## src/rtl/serial_word_collector.sv

```systemverilog
// Serial-to-parallel word collector with an overlapping pattern detector
// and a saturating, clearable match counter.
module serial_word_collector #(
  parameter int unsigned                 WIDTH   = 8,
  parameter int unsigned                 PAT_LEN = 4,
  parameter logic [PAT_LEN-1:0]          PATTERN = 4'b1011,
  parameter int unsigned                 CNT_W   = 8
) (
  input  logic             clk,
  input  logic             rst,
  input  logic             din,
  input  logic             din_en,
  input  logic             clr_cnt,
  output logic [WIDTH-1:0] word,
  output logic             word_valid,
  output logic             match,
  output logic [CNT_W-1:0] match_count,
  output logic             cnt_sat
);

  localparam int unsigned BC_W = (WIDTH > 2) ? $clog2(WIDTH) : 1;
  localparam int unsigned FC_W = (PAT_LEN > 2) ? $clog2(PAT_LEN) : 1;

  typedef enum logic {FILL, ARMED} state_t;

  state_t             r_state;
  logic [WIDTH-2:0]   r_sr;
  logic [BC_W-1:0]    r_bitcnt;
  logic [PAT_LEN-2:0] r_hist;
  logic [FC_W-1:0]    r_fill;
  logic [WIDTH-1:0]   r_word;
  logic               r_word_valid;
  logic               r_match;
  logic [CNT_W-1:0]   r_cnt;
  logic               r_cnt_sat;

  logic [WIDTH-1:0]   w_shift;
  logic [PAT_LEN-1:0] w_window;
  logic               w_ready;
  logic               w_hit;
  logic [CNT_W-1:0]   w_cnt_nxt;

  assign w_shift  = {r_sr, din};
  assign w_window = {r_hist, din};
  // The PAT_LEN-th bit already completes a full window, so it may match.
  assign w_ready  = (r_state == ARMED) || (r_fill == FC_W'(PAT_LEN - 1));
  assign w_hit    = din_en && w_ready && (w_window == PATTERN);

  always_comb begin
    w_cnt_nxt = r_cnt;
    if (clr_cnt)
      w_cnt_nxt = '0;
    else if (w_hit && (r_cnt != '1))
      w_cnt_nxt = r_cnt + CNT_W'(1);
  end

  always_ff @(posedge clk) begin
    if (rst) begin
      r_state      <= FILL;
      r_sr         <= '0;
      r_bitcnt     <= '0;
      r_hist       <= '0;
      r_fill       <= '0;
      r_word       <= '0;
      r_word_valid <= 1'b0;
      r_match      <= 1'b0;
      r_cnt        <= '0;
      r_cnt_sat    <= 1'b0;
    end else begin
      r_cnt        <= w_cnt_nxt;
      r_cnt_sat    <= &w_cnt_nxt;
      r_word_valid <= 1'b0;
      r_match      <= 1'b0;
      if (din_en) begin
        r_sr    <= w_shift[WIDTH-2:0];
        r_hist  <= w_window[PAT_LEN-2:0];
        r_match <= w_hit;
        if (r_bitcnt == BC_W'(WIDTH - 1)) begin
          r_bitcnt     <= '0;
          r_word       <= w_shift;
          r_word_valid <= 1'b1;
        end else begin
          r_bitcnt <= r_bitcnt + BC_W'(1);
        end
        case (r_state)
          FILL: begin
            if (r_fill == FC_W'(PAT_LEN - 1))
              r_state <= ARMED;
            else
              r_fill <= r_fill + FC_W'(1);
          end
          ARMED: r_state <= ARMED;
          default: r_state <= FILL;
        endcase
      end
    end
  end

  assign word        = r_word;
  assign word_valid  = r_word_valid;
  assign match       = r_match;
  assign match_count = r_cnt;
  assign cnt_sat     = r_cnt_sat;

endmodule

```

## config.mk

```make
export PLATFORM = sky130hd
export DESIGN_NAME = serial_word_collector
export DESIGN_NICKNAME = d
export VERILOG_FILES = /design/src/rtl/serial_word_collector.sv
export SDC_FILE = /design/constraint.sdc
export NUM_CORES = 1
export LEC_CHECK = 0
export CAP_MARGIN = 40
export CORE_AREA = 2 2 72 53
export CTS_CLUSTER_DIAMETER = 200
export DETAILED_ROUTE_END_ITERATION = 8
export DIE_AREA = 0 0 74 55
export PLACE_DENSITY = 0.65
export SYNTH_ARGS = -nofsm -noshare
export SYNTH_HDL_FRONTEND = slang
export SYNTH_SLANG_ARGS = --single-unit
```

## constraint.sdc

```tcl
create_clock -name clk -period 4.3 [get_ports clk]
set_input_delay 0.645 -clock clk [delete_from_list [all_inputs] [get_ports clk]]
set_output_delay 0.645 -clock clk [all_outputs]
set_load 0.1 [all_outputs]
```

==> run_results.csv <==
group,metric,value,unit
outcome,status,"finished clean",
logic_synthesis,synth_area,1401,µm²
clock_tree,h-tree-depth,2,
floorplan,die_width,74,µm
critical_path,path_class,"in -> reg",
clock_tree,clkTransAtPathRegs,0.06,ns
timing,min_period_over_period,0.5691,
pwr,p_per_area,265.9,nW/µm²
logic_synthesis,synthFlopType,"dfxtp_1",
placed_design,placed_cell_area,1944,µm²
clock_tree,clockBufferDepth,2,
critical_path,critPathCaptureType,"flip-flop",
finish,multi_input_area,703.2,µm²
logic_synthesis,synth_fp_nets,169,
route,initialDrtViolationCount,141,
critical_path,cp.required,4.49,ns
finish,finalNonFillerCells,249,
placed_design,dp_hpwl,2.335,mm
logic_synthesis,yosysWarningCount,0,
clock_tree,clock_latency,0.27,ns
pwr,p_total,535.4,µW
job,maxCapViolations,0,
route,drc_errors,0,
clock_tree,cts_buffers,5,
floorplan,rows,18,
logic_synthesis,synth_seq_cells,32,
timing,maxSlewHeadroom,0.4092,
critical_path,arrival,2.64,ns
finish,final_area,2013,µm²
route,wl_per_cell,13.08,µm
pwr,vdd_drop_max,199.4,µV
global_routing,track_usage,0.1748,
finish,area_growth,43.66,%
clock_tree,tritoncts,"done",
floorplan,die_h,55,µm
floorplan,top_level_ports,24,
critical_path,start_kind,"input port",
global_routing,grt_overflow,0,
logic_synthesis,avgSynthCellArea,8.758,µm²
floorplan,start_util,0.4121,
global_routing,antenna_found_initial,0,
timing,fmax,408.7,MHz
timing,rsz0062_at_grt,"false",
route,first_pass_iters,4,
timing,setup_viol,0,
timing,fin_hold_ws,0.4555,ns
logic_synthesis,synth_cells,160,
logic_synthesis,synth-async-reset-ratio,0,
placed_design,dp.cells,244,
placed_design,gp_congestion,0.9005,
timing,slew_viol_final,0,
route,vias,1320,
timing,worstMarginPinSlew,0.8835,ns
global_routing,grt_max_degree,26,
min_path,hold_path.class,"reg -> reg",
finish,drive_gt1_frac,0.1457,
pwr,p_leak,0.7187,nW
critical_path,cp_max_fo,23,
global_routing,grt_pass1_vias,1134,
clock_tree,cts_sinks,32,
finish,fillerInstances,273,
floorplan,core-area,3401,µm²
logic_synthesis,synth_seq_area_share,0.4571,
clock_tree,root_buffer,"clkbuf_8",
finish,seq_area,640.6,µm²
route,finalWirelength,3.256,mm
floorplan,die-area,4070,µm²
logic_synthesis,synth-edff-count,0,
timing,skew,0.004311,ns
finish,diodes,0,
clock_tree,cts_setup_buffers,0,
finish,fin_nets,210,
timing,fin_crit,2.447,ns
route,ant_nets,0,
placed_design,portBuffers,23,
critical_path,ff2ff_setup_slack,2.36,ns
timing,finalHoldViolations,0,
timing,fin_setup_tns,0,ns
clock_tree,ctsHoldBuffers,0,
clock_tree,cts_resized,0,
logic_synthesis,yosys.cell_types.count,35,
global_routing,grt_pass1_wl,5.181,mm
route,vias_per_cell,5.301,
-- per-stage QoR --
step                      setup slack (ns)    util
after floorplan                      1.862       -
after global placement               1.689  0.4879
after detailed placement             1.616  0.5717
after CTS                            1.916  0.5920
after global routing                 1.723  0.5920
final                                1.853  0.5920
-- worst paths after layout --
kind                            cells past startpoint      startpoint              to
worst max-delay path                                6          din_en  match_count[7]
worst min-delay path                                2         word[6]         word[6]
worst max register to register                      5  match_count[0]         cnt_sat
worst min register to register                      2         word[6]         word[6]
-- worst max-delay path, cell delays in order --
cell and delay (ns):
clkdlybuf4s50_1 0.46, buf_4 0.30, o211ai_4 0.15, nor4_1 0.65, a21oi_1 0.18, a311oi_1 0.25
-- logic make-up (layout without fill, tap and decap cells) --
| kind of cell | Yosys count | after routing | synth area share |
|---|---|---|---|
| AND/OR/NAND/NOR | 67 | 67 | 0.2214 |
| flip-flops | 32 | 32 | 0.4571 |
| AO/OA/AOI/OAI | 31 | 31 | 0.1527 |
| buffers and inverters | 13 | 52 | 0.04106 |
| multiplexers | 12 | 12 | 0.08572 |
| adder cells (fa/ha/maj) | 4 | 4 | 0.03572 |
| XOR/XNOR | 1 | 1 | 0.006251 |
-- synth_stat cells (2+ instances only) --
library cell,count,area share
dfxtp_1,32,0.46
a21oi_1,16,0.057
nand3_1,14,0.050
nand2_1,17,0.046
nand4b_1,2,0.013
nor3_1,3,0.011
o21ai_0,3,0.011
inv_1,4,0.011
mux2i_1,12,0.086
nor2_1,21,0.056
or3_1,2,0.0089
o31ai_1,2,0.011
ha_1,4,0.036
nor4_1,2,0.0089
clkbuf_1,6,0.016
-- layout by cell type, fill, tap and decap left out, drive strengths merged, types with 2 or more instances in the layout --
| master | synthesis | layout |
|---|---|---|
| inv | 4 | 4 |
| or2 | 2 | 2 |
| mux2i | 12 | 12 |
| clkdlybuf4s50 | 0 | 23 |
| clkbuf | 6 | 5 |
| ha | 4 | 4 |
| nor2 | 21 | 21 |
| o21ai | 3 | 3 |
| or3 | 2 | 2 |
| nor3 | 3 | 3 |
| a21oi | 16 | 16 |
| nor4 | 2 | 2 |
| nand2 | 17 | 17 |
| o31ai | 2 | 2 |
| nand4b | 2 | 2 |
| nand3 | 14 | 14 |
| buf | 3 | 20 |
| dfxtp | 32 | 32 |
-- flip-flops by register name, summed over array words and instances (netlist names) --
| register | flops |
|---|---|
| r_bitcnt | 3 |
| match | 1 |
| word | 8 |
| r_state | 1 |
| match_count | 8 |
| r_sr | 7 |
| r_fill | 2 |
| word_valid | 1 |
| cnt_sat | 1 |
-- per-layer routing --
layer / routed length, µm / track usage
met5: 0 / 0
met4: 27 / 0.07576
met3: 152 / 0.06522
met2: 1501 / 0.2470
met1: 1575 / 0.2384
-- cell type report --
| type | count | area share |
|---|---|---|
| clock buffers | 5 | 0.03418 |
| inverters | 4 | 0.007458 |
| multi-input cells | 115 | 0.3493 |
| repair buffers | 43 | 0.2598 |
| flip-flops and latches | 32 | 0.3182 |
| well taps | 50 | 0.03108 |
-- power by group --
group          switching, mW  internal (mW)  leakage (nW)
registers            0.00435          0.302         0.259
logic                 0.0159         0.0122         0.424
clock network         0.0972          0.104        0.0359
total                  0.117          0.418         0.719
Note: power is estimated with default switching activity, not from simulation.
